**src/rtl/tick_meter_pkg.sv**
```systemverilog
// tick_meter_pkg: shared types and default constants for the tick period meter.
//   meter_state_t   - measurement FSM states
//   DEF_CNT_W       - default counter/output width
//   DEF_TIMEOUT     - default abort limit in clk cycles
//   DEF_SYNC_STAGES - default synchronizer depth
package tick_meter_pkg;

    typedef enum logic [1:0] {
        IDLE = 2'd0,
        ARM  = 2'd1,
        MEAS = 2'd2,
        HOLD = 2'd3
    } meter_state_t;

    localparam int unsigned DEF_CNT_W       = 32;
    localparam int unsigned DEF_TIMEOUT     = 100000000;
    localparam int unsigned DEF_SYNC_STAGES = 2;

endpackage

```
**src/rtl/tick_period_meter_if.sv**
```systemverilog
// tick_period_meter_if: request/result bundle of the tick period meter.
//   start     - single-cycle request to begin one measurement
//   ready     - consumer accepts the current result
//   valid     - result available, held until accepted
//   period    - measured period in clk cycles
//   high_time - clk cycles the input was high within the period
//   timeout   - result is an aborted measurement
//   busy      - meter is not idle
// Modports: master = consumer side, slave = meter side.
interface tick_period_meter_if import tick_meter_pkg::*; #(
    parameter int unsigned CNT_W = DEF_CNT_W
);
    logic             start;
    logic             ready;
    logic             valid;
    logic [CNT_W-1:0] period;
    logic [CNT_W-1:0] high_time;
    logic             timeout;
    logic             busy;

    modport master (
        output start,
        output ready,
        input  valid,
        input  period,
        input  high_time,
        input  timeout,
        input  busy
    );

    modport slave (
        input  start,
        input  ready,
        output valid,
        output period,
        output high_time,
        output timeout,
        output busy
    );
endinterface

```
**src/rtl/sync_edge_det.sv**
```systemverilog
// sync_edge_det: synchronizes an asynchronous level and flags its rising edges.
//   clk_i      - system clock
//   reset_i    - synchronous active-high reset
//   async_in_i - asynchronous input
//   lvl_o      - synchronized level (SYNC_STAGES flops deep)
//   rise_o     - one-cycle pulse when lvl_o goes 0 -> 1
module sync_edge_det import tick_meter_pkg::*; #(
    parameter int unsigned SYNC_STAGES = DEF_SYNC_STAGES
) (
    input  logic clk_i,
    input  logic reset_i,
    input  logic async_in_i,
    output logic lvl_o,
    output logic rise_o
);

    logic [SYNC_STAGES-1:0] sync_q;
    logic                   lvl_prev_q;

    always_ff @(posedge clk_i) begin
        if (reset_i) begin
            sync_q     <= '0;
            lvl_prev_q <= 1'b0;
        end else begin
            sync_q     <= {sync_q[SYNC_STAGES-2:0], async_in_i};
            lvl_prev_q <= sync_q[SYNC_STAGES-1];
        end
    end

    assign lvl_o  = sync_q[SYNC_STAGES-1];
    assign rise_o = lvl_o & ~lvl_prev_q;

endmodule

```
**src/rtl/tick_period_meter.sv**
```systemverilog
// tick_period_meter: measures the period (and optionally the high time) of a slow
// asynchronous tick in system clock cycles, one measurement per start request.
//   clk_i    - system clock
//   reset_i  - synchronous active-high reset
//   sig_in_i - asynchronous tick to measure
//   meter_io - request/result bundle (slave side)
// Build option: define TICK_METER_DUTY_EN to implement the high-time counter;
// otherwise high_time is tied to 0.
module tick_period_meter import tick_meter_pkg::*; #(
    parameter int unsigned CNT_W       = DEF_CNT_W,
    parameter int unsigned TIMEOUT     = DEF_TIMEOUT,
    parameter int unsigned SYNC_STAGES = DEF_SYNC_STAGES
) (
    input  logic                clk_i,
    input  logic                reset_i,
    input  logic                sig_in_i,
    tick_period_meter_if.slave  meter_io
);

    localparam logic [CNT_W-1:0] TimeoutVal = CNT_W'(TIMEOUT);

    logic rise;
`ifdef TICK_METER_DUTY_EN
    logic lvl;
`endif

    sync_edge_det #(
        .SYNC_STAGES(SYNC_STAGES)
    ) u_sync (
        .clk_i      (clk_i),
        .reset_i    (reset_i),
        .async_in_i (sig_in_i),
`ifdef TICK_METER_DUTY_EN
        .lvl_o      (lvl),
`else
        .lvl_o      (),
`endif
        .rise_o     (rise)
    );

    meter_state_t     state_q, state_d;
    // Shared counter: wait count in ARM, period count in MEAS.
    logic [CNT_W-1:0] cnt_q, cnt_d;
    logic [CNT_W-1:0] period_q, period_d;
    logic             timeout_q, timeout_d;
`ifdef TICK_METER_DUTY_EN
    logic [CNT_W-1:0] hcnt_q, hcnt_d;
    logic [CNT_W-1:0] high_q, high_d;
`endif

    always_comb begin
        state_d   = state_q;
        cnt_d     = cnt_q;
        period_d  = period_q;
        timeout_d = timeout_q;
`ifdef TICK_METER_DUTY_EN
        hcnt_d    = hcnt_q;
        high_d    = high_q;
`endif
        unique case (state_q)
            IDLE: begin
                if (meter_io.start) begin
                    state_d = ARM;
                    cnt_d   = '0;
                end
            end
            ARM: begin
                if (rise) begin
                    // Opening-edge cycle counts toward the period and is high.
                    state_d = MEAS;
                    cnt_d   = CNT_W'(1);
`ifdef TICK_METER_DUTY_EN
                    hcnt_d  = CNT_W'(1);
`endif
                end else if (cnt_q == TimeoutVal) begin
                    state_d   = HOLD;
                    timeout_d = 1'b1;
                    period_d  = '0;
`ifdef TICK_METER_DUTY_EN
                    high_d    = '0;
`endif
                end else begin
                    cnt_d = cnt_q + CNT_W'(1);
                end
            end
            MEAS: begin
                if (rise) begin
                    // Closing-edge cycle belongs to the next period.
                    state_d   = HOLD;
                    timeout_d = 1'b0;
                    period_d  = cnt_q;
`ifdef TICK_METER_DUTY_EN
                    high_d    = hcnt_q;
`endif
                end else if (cnt_q == TimeoutVal) begin
                    state_d   = HOLD;
                    timeout_d = 1'b1;
                    period_d  = '0;
`ifdef TICK_METER_DUTY_EN
                    high_d    = '0;
`endif
                end else begin
                    cnt_d  = cnt_q + CNT_W'(1);
`ifdef TICK_METER_DUTY_EN
                    hcnt_d = hcnt_q + CNT_W'(lvl);
`endif
                end
            end
            HOLD: begin
                if (meter_io.ready) begin
                    state_d = IDLE;
                end
            end
            default: state_d = IDLE;
        endcase
    end

    always_ff @(posedge clk_i) begin
        if (reset_i) begin
            state_q   <= IDLE;
            cnt_q     <= '0;
            period_q  <= '0;
            timeout_q <= 1'b0;
`ifdef TICK_METER_DUTY_EN
            hcnt_q    <= '0;
            high_q    <= '0;
`endif
        end else begin
            state_q   <= state_d;
            cnt_q     <= cnt_d;
            period_q  <= period_d;
            timeout_q <= timeout_d;
`ifdef TICK_METER_DUTY_EN
            hcnt_q    <= hcnt_d;
            high_q    <= high_d;
`endif
        end
    end

    assign meter_io.valid     = (state_q == HOLD);
    assign meter_io.busy      = (state_q != IDLE);
    assign meter_io.period    = period_q;
    assign meter_io.timeout   = timeout_q;
`ifdef TICK_METER_DUTY_EN
    assign meter_io.high_time = high_q;
`else
    assign meter_io.high_time = '0;
`endif

endmodule

```
**src/flat_wrapper.sv**
```systemverilog
// flat-port wrapper written by rule: the top's interface ports become plain ports
module tick_period_meter_flat import tick_meter_pkg::*;
#(
    parameter int unsigned CNT_W       = DEF_CNT_W,
    parameter int unsigned TIMEOUT     = DEF_TIMEOUT,
    parameter int unsigned SYNC_STAGES = DEF_SYNC_STAGES
)
  (clk_i, reset_i, sig_in_i, meter_io_start, meter_io_ready, meter_io_valid, meter_io_period, meter_io_high_time, meter_io_timeout, meter_io_busy);
  tick_period_meter_if #(.CNT_W(CNT_W)) meter_io_i ();
  input  logic clk_i;
  input  logic reset_i;
  input  logic sig_in_i;
  input wire logic [$bits(meter_io_i.start)-1:0] meter_io_start;
  input wire logic [$bits(meter_io_i.ready)-1:0] meter_io_ready;
  output wire logic [$bits(meter_io_i.valid)-1:0] meter_io_valid;
  output wire logic [$bits(meter_io_i.period)-1:0] meter_io_period;
  output wire logic [$bits(meter_io_i.high_time)-1:0] meter_io_high_time;
  output wire logic [$bits(meter_io_i.timeout)-1:0] meter_io_timeout;
  output wire logic [$bits(meter_io_i.busy)-1:0] meter_io_busy;
  assign meter_io_i.start = meter_io_start;
  assign meter_io_i.ready = meter_io_ready;
  assign meter_io_valid = meter_io_i.valid;
  assign meter_io_period = meter_io_i.period;
  assign meter_io_high_time = meter_io_i.high_time;
  assign meter_io_timeout = meter_io_i.timeout;
  assign meter_io_busy = meter_io_i.busy;
  tick_period_meter #(.CNT_W(CNT_W), .TIMEOUT(TIMEOUT), .SYNC_STAGES(SYNC_STAGES)) u_core (.clk_i(clk_i), .reset_i(reset_i), .sig_in_i(sig_in_i), .meter_io(meter_io_i));
endmodule
```
**config.mk**
```make
export PLATFORM = sky130hd
export DESIGN_NAME = tick_period_meter_flat
export DESIGN_NICKNAME = d
export VERILOG_FILES = /design/src/rtl/tick_meter_pkg.sv /design/src/rtl/tick_period_meter_if.sv /design/src/rtl/sync_edge_det.sv /design/src/rtl/tick_period_meter.sv /design/src/flat_wrapper.sv
export SDC_FILE = /design/constraint.sdc
export NUM_CORES = 1
export LEC_CHECK = 0
export BUFFER_PORTS_ARGS = -buffer_cell sky130_fd_sc_hd__buf_2
export CAP_MARGIN = 20
export CORE_MARGIN = 3
export CORE_UTILIZATION = 49
export DETAILED_ROUTE_END_ITERATION = 6
export GPL_TIMING_DRIVEN = 1
export HOLD_SLACK_MARGIN = 0.12
export PLACE_DENSITY = 0.75
export SLEW_MARGIN = 20
export SYNTH_ARGS = -nofsm -noshare
export SYNTH_HDL_FRONTEND = slang
export SYNTH_SLANG_ARGS = --single-unit
```
**constraint.sdc**
```tcl
create_clock -name clk_i -period 2.2 [get_ports clk_i]
set_clock_uncertainty 0.15 [all_clocks]
set_input_delay 0.22 -clock clk_i [delete_from_list [all_inputs] [get_ports clk_i]]
set_output_delay 0.22 -clock clk_i [all_outputs]
set_load 0.05 [all_outputs]
```
==> reports/qor.yml, run 1 <==
finalSetupTns_ns: -0.00790
worstPathRequired_ns: 2.35
rsz0062_at_grt: "true"
crit_fanout: 5
cap_violations: 0
clk_pin_slew_ns: 0.08
yosysWarnings: 0
endpoint_kind: "flip-flop"
holdWs_ns: 0.181
place.detailed.hpwl_mm: 5.79
mostFrequentLayoutCell: "nand2_1"
first_iter_violations: 129
ys_types: 48
rows: 30
setup_viol: 1
grt_pass1_vias: 2858
grt_max_degree: 31
reg2reg_slack_ns: -0.008
insertion_delay_ns: 0.36
power.density_nw_per_um2: 688
hold_start: "meter_io_ready"
yosys.area.top_type: "dfxtp_1"
track_usage: 0.199
ant_nets: 0
cts_tree: "done"
finalNetCount: 515
fin_ws_ns: -0.00790
critPathSlowestCell: "or4_4"
holdCritPathClass: "primary input to flip-flop"
htreeDepth: 3
io_pins: 72
drive_above_1_share: 0.258
dieArea_um2: 8240
wirelength_mm: 8.06
clockBufferDepth: 2
hold_path_depth: 5
synth-seq-cells: 70
synth-async-reset-ratio: 0
period_share: 1.00
placedCellCount: 579
synth_top_area_frac: 0.398
fin_util: 0.624
ys_top_cells_by_area: "dfxtp_1, nand2_1, buf_4, a21oi_1, xor2_1"
dpl_cell_area_um2: 3920
report.final.slew_viol_count: 0
violations: "negative setup slack"
crit_path_max_incr_delay_ns: 0.57
port-buffer-count: 39
yosysSeqAreaShare: 0.398
antenna_cells: 0
hold_end: "u_core.state_q[1]"
viasPerCell: 5.20
root_buffer: "clkbuf_8"
rr_worst_depth: 7
crit_type: "flip-flop to flip-flop"
fp.dieH_um: 90.8
fin_cells: 603
vias: 3138
ys.flop_type: "dfxtp_1"
ir_drop_uv: 367
antenna_found_initial: 0
die_w_um: 90.8
grt-ovfl-total: 0
start_kind: "flip-flop"
initial_utilization: 0.513
syn-instance-count: 424
clock.fmax_mhz: 453
grt_pass1_wl_mm: 13.3
timing.final.crit_period_ns: 2.21
route.detailed.drc: 0
final_cell_area_um2: 4290
cts_buffers: 9
fp.coreArea_um2: 6870
netlist_area_um2: 3520
hold_viol_final: 0
routedWlPerCell_um: 13.4
status: "finished with violations"
timing.rr.start: "u_core.state_q[1]"
final_cell_mix: "nand2_1, dfxtp_1, a21oi_1"
path_cells: "inv_2 > ha_4 > and2b_2 > a211oi_4 > nand4_1 > or4_4 > a21oi_2"
cts.sinks: 70
arrival_ns: 2.36
synth_edf_count: 0
gp_congestion: 0.849
area_delta_synth_final_pct: 21.7
worstReg2RegEnd: "u_core.cnt_q[30]"
syn_area_per_cell_um2: 8.30
p_leak_nw: 1.75
drt_pass1_iterations: 4
## metrics by stage
stage / power [mW] / setup WS [ns]
finish: 2.95 / -0.00790
global route: 3.05 / -0.101
CTS: 2.93 / 0.0348
detailed placement: 1.73 / -0.0266
global placement: 1.72 / 0.0463
floorplan: 1.67 / 0.00830
## what timing repair did
action | in CTS | in global routing
gates resized for setup | 2 | 16
hold endpoints to repair | 8 | 0
endpoints found under the setup margin | 3 | 46
buffers inserted | 1 | 4
hold buffers | 3 | 0
pin swaps | 2 | 7
gates cloned | 0 | 0
## report_power, final
part           switching (mW)  internal (mW)
clock network           0.502          0.700
registers             0.00843           1.28
logic                   0.313          0.149
## synth_stat cells (all sizes together), types with 13 or more instances
cell type,instances
nand4,19
dfxtp,70
nor2,26
clkbuf,14
nand2,79
o21ai,13
a21oi,50
inv,15
xor2,13
buf,38
## how the worst max path moves through the flow
stage / depth (start not counted) / slack (ns) / to / startpoint
3_5_place_dp: 6 / -0.03 / u_core.cnt_q[5] / u_core.state_q[0]
2_1_floorplan: 6 / 0.008 / u_core.cnt_q[5] / u_core.state_q[0]
6_report: 7 / -0.008 / u_core.cnt_q[30] / u_core.state_q[1]
3_3_place_gp: 6 / 0.05 / u_core.cnt_q[5] / u_core.state_q[0]
4_1_cts: 6 / 0.03 / u_core.cnt_q[5] / u_core.state_q[0]
5_1_grt: 7 / -0.10 / u_core.cnt_q[30] / u_core.state_q[1]
## cell type report
type / instances / area [µm²]
clock buffer: 11 / 151
clock inverter: 5 / 81.3
fill: 615 / 2580
inverter: 15 / 56.3
multi-input combinational: 318 / 1860
sequential: 70 / 1400
tap: 96 / 120
timing repair buffer: 88 / 616
## layer usage
metal | global-route usage | part of all wire | up-vias
li1 | - | - | 1558
met1 | 0.262 | 0.46 | 1459
met2 | 0.311 | 0.46 | 104
met3 | 0.0342 | 0.064 | 17
met4 | 0.106 | 0.019 | 0
met5 | 0 | 0 | -
## logic make-up after synthesis
| kind of cell | count (synthesis) | share of synthesized area |
|---|---|---|
| AOI/OAI and AO/OA | 77 | 0.128 |
| other | 1 | 0.00107 |
| DFF | 70 | 0.398 |
| adders and majority gates | 8 | 0.0284 |
| buffers and inverters | 67 | 0.124 |
| and+or+nand+nor | 185 | 0.281 |
| xor gates and xnor gates | 16 | 0.0398 |
## worst max-delay path, delay by kind of cell (launching register included)
family / cells / cell delay, ns
DFF: 1 / 0.34
adders and majority gates: 1 / 0.15
AOI/OAI and AO/OA: 2 / 0.48
buffers and inverters: 1 / 0.05
and+or+nand+nor: 3 / 0.98
## registers in the layout (all words and copies together), names as in the netlist
signal and count:
u_core.meter_io.timeout 1, u_core.state_q 2, u_core.meter_io.period 32, u_core.u_sync.sync_q 2
u_core.u_sync.lvl_prev_q 1, u_core.cnt_q 32
No activity file was read; power rests on OpenSTA's default activity.
==> run 2: changes to the inputs <==
--- a/config.mk
+++ b/config.mk
@@ -5,14 +5,15 @@
 export SDC_FILE = /design/constraint.sdc
 export NUM_CORES = 1
 export LEC_CHECK = 0
+export ABC_AREA = 1
 export BUFFER_PORTS_ARGS = -buffer_cell sky130_fd_sc_hd__buf_2
 export CAP_MARGIN = 20
 export CORE_MARGIN = 3
-export CORE_UTILIZATION = 49
+export CORE_UTILIZATION = 51
 export DETAILED_ROUTE_END_ITERATION = 6
 export GPL_TIMING_DRIVEN = 1
 export HOLD_SLACK_MARGIN = 0.12
-export PLACE_DENSITY = 0.75
+export PLACE_DENSITY = 0.77
 export SLEW_MARGIN = 20
 export SYNTH_ARGS = -nofsm -noshare
 export SYNTH_HDL_FRONTEND = slang
==> reports/qor.yml, run 2 <==
status: "finished clean"
first_iter_violations: 353
netlist_area_um2: 4130
synth-seq-cells: 70
ys_types: 41
antenna_found_initial: 0
yosysSeqAreaShare: 0.339
rows: 32
clk_pin_slew_ns: 0.07
yosys.area.top_type: "dfxtp_1"
cap_violations: 0
report.final.slew_viol_count: 0
period_share: 0.951
insertion_delay_ns: 0.35
crit_fanout: 9
fin_total_pwr_mw: 2.58
grt-ovfl-total: 0
synth-async-reset-ratio: 0
clock.fmax_mhz: 478
start_kind: "flip-flop"
synth_edf_count: 0
hold_viol_final: 0
place.detailed.hpwl_mm: 8.69
ir_drop_uv: 332
root_buffer: "clkbuf_8"
htreeDepth: 3
final_cell_mix: "nand2_1, nor2_1, dfxtp_1"
wirelength_mm: 11.5
timing.final.crit_period_ns: 2.09
drt_pass1_iterations: 5
ys_top_cells_by_area: "dfxtp_1, nand2_1, nor2_1, buf_4, a21oi_1"
synth_common_cells: "nand2_1, nor2_1, dfxtp_1"
drive_above_1_share: 0.163
mostFrequentLayoutCell: "nand2_1"
routedWlPerCell_um: 14.9
endpoint_kind: "flip-flop"
initial_utilization: 0.529
cts_buffers: 9
worstPathRequired_ns: 2.33
die_w_um: 96.0
grt_pass1_vias: 3610
yosysWarnings: 0
dieArea_um2: 9210
finalSetupTns_ns: 0
fp.coreArea_um2: 7810
ys.flop_type: "dfxtp_1"
power.density_nw_per_um2: 566
cts.sinks: 70
setup_viol: 0
holdWs_ns: 0.121
antenna_cells: 0
syn-instance-count: 622
ant_nets: 0
grt_pass1_wl_mm: 18.4
cts_tree: "done"
area_delta_synth_final_pct: 10.4
syn_area_per_cell_um2: 6.64
port-buffer-count: 39
rsz0062_at_grt: "false"
gp_congestion: 0.977
synth_most_common_cell: "nand2_1"
track_usage: 0.262
route.detailed.drc: 0
finalNetCount: 681
cts_setup_buffers: 0
fin_util: 0.583
clockBufferDepth: 2
fp.dieH_um: 96.0
crit_type: "flip-flop to flip-flop"
holdCritPathClass: "primary input to flip-flop"
synth_top_area_frac: 0.339
arrival_ns: 2.22
p_leak_nw: 1.96
vias: 4029
viasPerCell: 5.20
io_pins: 72
dpl_cell_area_um2: 4350
final_cell_area_um2: 4560
grt_max_degree: 33
run 2: changes by cell type after synthesis, moves of 10 or more:
cell     change
nor2_1      +71
xor2_1      -10
inv_1       +47
nand3_1     +21
nand2_1     +55
o21ai_0     +28
run 2: report_power, final:
| group | leakage (nW) | switching [mW] | internal, mW | total [mW] |
|---|---|---|---|---|
| registers | 0.564 | 0.00552 | 1.27 | 1.28 |
| clock network | 0.0861 | 0.514 | 0.436 | 0.950 |
| logic | 1.31 | 0.280 | 0.0697 | 0.350 |
run 2: logic make-up (layout without fill, tap and decap cells):
family / after synthesis / after routing / share of synthesized area
AO/OA/AOI/OAI: 101 / 101 / 0.129
XOR/XNOR: 3 / 3 / 0.00637
adder cells (fa/ha/maj): 8 / 8 / 0.0243
buffers and inverters: 124 / 144 / 0.152
flip-flops: 70 / 70 / 0.339
other: 1 / 32 / 0.000908
AND/OR/NAND/NOR: 315 / 315 / 0.349
run 2: worst paths after layout:
path / cells past startpoint / slack, ns / end / start
worst min-delay path: 4 / 0.12 / u_core.state_q[1] / meter_io_ready
worst min register to register: 2 / 0.25 / u_core.u_sync.sync_q[1] / u_core.u_sync.sync_q[0]
worst max register to register: 9 / 0.11 / u_core.cnt_q[30] / u_core.state_q[1]
worst max-delay path: 9 / 0.11 / u_core.cnt_q[30] / u_core.state_q[1]
run 2: metrics by stage:
stage | setup slack, ns | instances
global route | 0.0202 | 775
finish | 0.109 | 775
global placement | 0.137 | 756
CTS | 0.129 | 775
floorplan | 0.0538 | 653
detailed placement | 0.144 | 756
run 2: final cells by class:
type | instances | area (µm²)
fillers | 762 | 3250
multi-input cells | 459 | 2220
flip-flops and latches | 70 | 1400
repair buffers | 57 | 363
inverters | 71 | 272
clock buffers | 12 | 145
well taps | 102 | 128
clock inverters | 4 | 22.5
run 2: critical path, cell delays in order (launching register included):
cell and delay (ns):
dfxtp_1 0.44, inv_1 0.12, ha_1 0.20, inv_1 0.06, or2_4 0.13, nand3_4 0.14
buf_4 0.23, nor2_2 0.19, nand3_1 0.17, a21oi_1 0.19
run 2: layer usage:
metal	part of all wire	global-route usage	vias up
met1	0.46	0.359	1823
met3	0.073	0.0477	23
met2	0.45	0.409	179
met5	0	0	-
met4	0.024	0.101	0
li1	-	-	2004
run 2: timing repair:
item | CTS | global route
setup endpoints to repair | 0 | 7
hold buffers | 3 | 0
hold endpoints to repair | 7 | 0
resized for setup | 0 | 3
==> run 3: changes to the inputs <==
--- a/config.mk
+++ b/config.mk
@@ -9,11 +9,11 @@
 export BUFFER_PORTS_ARGS = -buffer_cell sky130_fd_sc_hd__buf_2
 export CAP_MARGIN = 20
 export CORE_MARGIN = 3
-export CORE_UTILIZATION = 51
+export CORE_UTILIZATION = 55
 export DETAILED_ROUTE_END_ITERATION = 6
 export GPL_TIMING_DRIVEN = 1
 export HOLD_SLACK_MARGIN = 0.12
-export PLACE_DENSITY = 0.77
+export PLACE_DENSITY = 0.79
 export SLEW_MARGIN = 20
 export SYNTH_ARGS = -nofsm -noshare
 export SYNTH_HDL_FRONTEND = slang
==> constraint.sdc (replaced) <==
create_clock -name clk_i -period 2.3 [get_ports clk_i]
set_clock_uncertainty 0.15 [all_clocks]
set_input_delay 0.23 -clock clk_i [delete_from_list [all_inputs] [get_ports clk_i]]
set_output_delay 0.23 -clock clk_i [all_outputs]
set_load 0.05 [all_outputs]
==> reports/qor.yml, run 3 (synthesis gave the netlist of run 2 again) <==
hold_start: "meter_io_ready"
crit_path_max_incr_delay_ns: 0.37
grt_pass1_wl_mm: 17.7
timing.critical_path.mode_cell: "inv_1"
p_leak_nw: 1.92
viasPerCell: 5.35
clockBufferDepth: 2
grt_max_degree: 39
report.final.slew_viol_count: 0
finalNetCount: 675
die_w_um: 92.6
place.detailed.hpwl_mm: 8.50
dr_wl_met2_mm: 4.60
fp.dieH_um: 92.6
grt-ovfl-total: 0
cts_buffers: 9
crit_fanout: 14
clk_pin_slew_ns: 0.08
antenna_cells: 0
wirelength_mm: 11.1
critPathSlowestCell: "dfxtp_1"
drt_pass1_iterations: 5
area_delta_synth_final_pct: 8.49
timing.rr.start: "u_core.state_q[0]"
route.detailed.drc: 0
grt_pass1_vias: 3531
setup_viol: 0
root_buffer: "clkbuf_8"
status: "finished clean"
vias: 4078
drt-met1-wl_mm: 5.18
mostFrequentLayoutCell: "nand2_1"
insertion_delay_ns: 0.35
holdCritPathClass: "primary input to flip-flop"
max-slew-margin-rel: 0.631
port-buffer-count: 39
gp_congestion: 0.998
track_usage: 0.263
finalSetupTns_ns: 0
initial_utilization: 0.588
htreeDepth: 3
final_cell_mix: "nand2_1, nor2_1, dfxtp_1"
arrival_ns: 2.20
routedWlPerCell_um: 14.5
drive_above_1_share: 0.153
cts.sinks: 70
cts_tree: "done"
rsz0062_at_grt: "false"
cts_setup_buffers: 0
ir_drop_uv: 271
path_cells: "inv_1 > ha_1 > nand2_4 > nand3_4 > buf_4 > nor3_1 > inv_1 > nor2_1 > nor3_2"
start_kind: "flip-flop"
first_iter_violations: 321
endpoint_kind: "flip-flop"
io_pins: 72
reg2reg_slack_ns: 0.19
dieArea_um2: 8580
period_share: 0.919
worst_path_dominant_cell_family: "simple AND/OR/NAND/NOR gates"
cap_violations: 0
startpoint: "u_core.state_q[0]"
crit_type: "flip-flop to flip-flop"
rr_worst_depth: 9
rows: 30
fp.coreArea_um2: 7020
hold_path_depth: 4
worstReg2RegEnd: "u_core.cnt_q[16]"
fin_cells: 762
tightest_slew_ns: 0.552
critPathBufInv: 3
ant_nets: 0
top_layer: "met4"
clock.fmax_mhz: 473
worstPathRequired_ns: 2.38
timing.final.crit_period_ns: 2.11
antenna_found_initial: 0
hold_viol_final: 0
routed-wl-met3_mm: 1.06
placedCellCount: 744
hold_end: "u_core.state_q[1]"
power.density_nw_per_um2: 546
==> run 3: final cells by class <==
cell class,instances,area (µm²)
fillers,692,2540
multi-input cells,459,2220
flip-flops and latches,70,1400
repair buffers,51,293
inverters,71,269
clock buffers,12,155
well taps,96,120
clock inverters,3,20.0
==> run 3: worst max path at each step <==
| stage | endpoint | cells past startpoint |
|---|---|---|
| final | u_core.cnt_q[16] | 9 |
| after global routing | u_core.cnt_q[24] | 10 |
| after CTS | u_core.cnt_q[24] | 9 |
| after detailed placement | u_core.cnt_q[24] | 9 |
| after global placement | u_core.cnt_q[24] | 9 |
| after floorplan | u_core.cnt_q[4] | 10 |
==> run 3: timing repair <==
action	CTS	global route
hold buffers	3	0
endpoints found under the hold margin	7	0
gates resized for setup	0	0
==> run 3: where the power goes <==
| part | total [mW] | leakage [nW] | switching (mW) | internal, mW |
|---|---|---|---|---|
| logic | 0.311 | 1.27 | 0.256 | 0.0542 |
| clock network | 0.911 | 0.0845 | 0.467 | 0.443 |
| registers | 1.22 | 0.564 | 0.00562 | 1.22 |
==> run 3: layer usage <==
layer,global-route usage,up-vias
met5,0,-
met4,0.0989,0
met3,0.0357,24
met2,0.386,213
met1,0.390,1850
li1,-,1991
==> run 3: metrics by stage <==
stage	total power, mW	instance area [µm²]	utilization	hold slack (ns)	setup WS, ns
floorplan	1.55	4240	-	0.187	0.154
global placement	1.55	4270	0.609	0.243	0.286
detailed placement	1.56	4270	0.609	0.260	0.195
CTS	2.45	4480	0.638	0.134	0.188
global route	2.52	4480	0.638	0.172	0.0296
finish	2.44	4480	0.638	0.139	0.187
==> run 3: worst min-delay path: cells and delay by family <==
| kind | cells | cell delay (ns) |
|---|---|---|
| AOI/OAI and AO/OA | 2 | 0.19 |
| and+or+nand+nor | 1 | 0.09 |
| buffers and inverters | 1 | 0.07 |
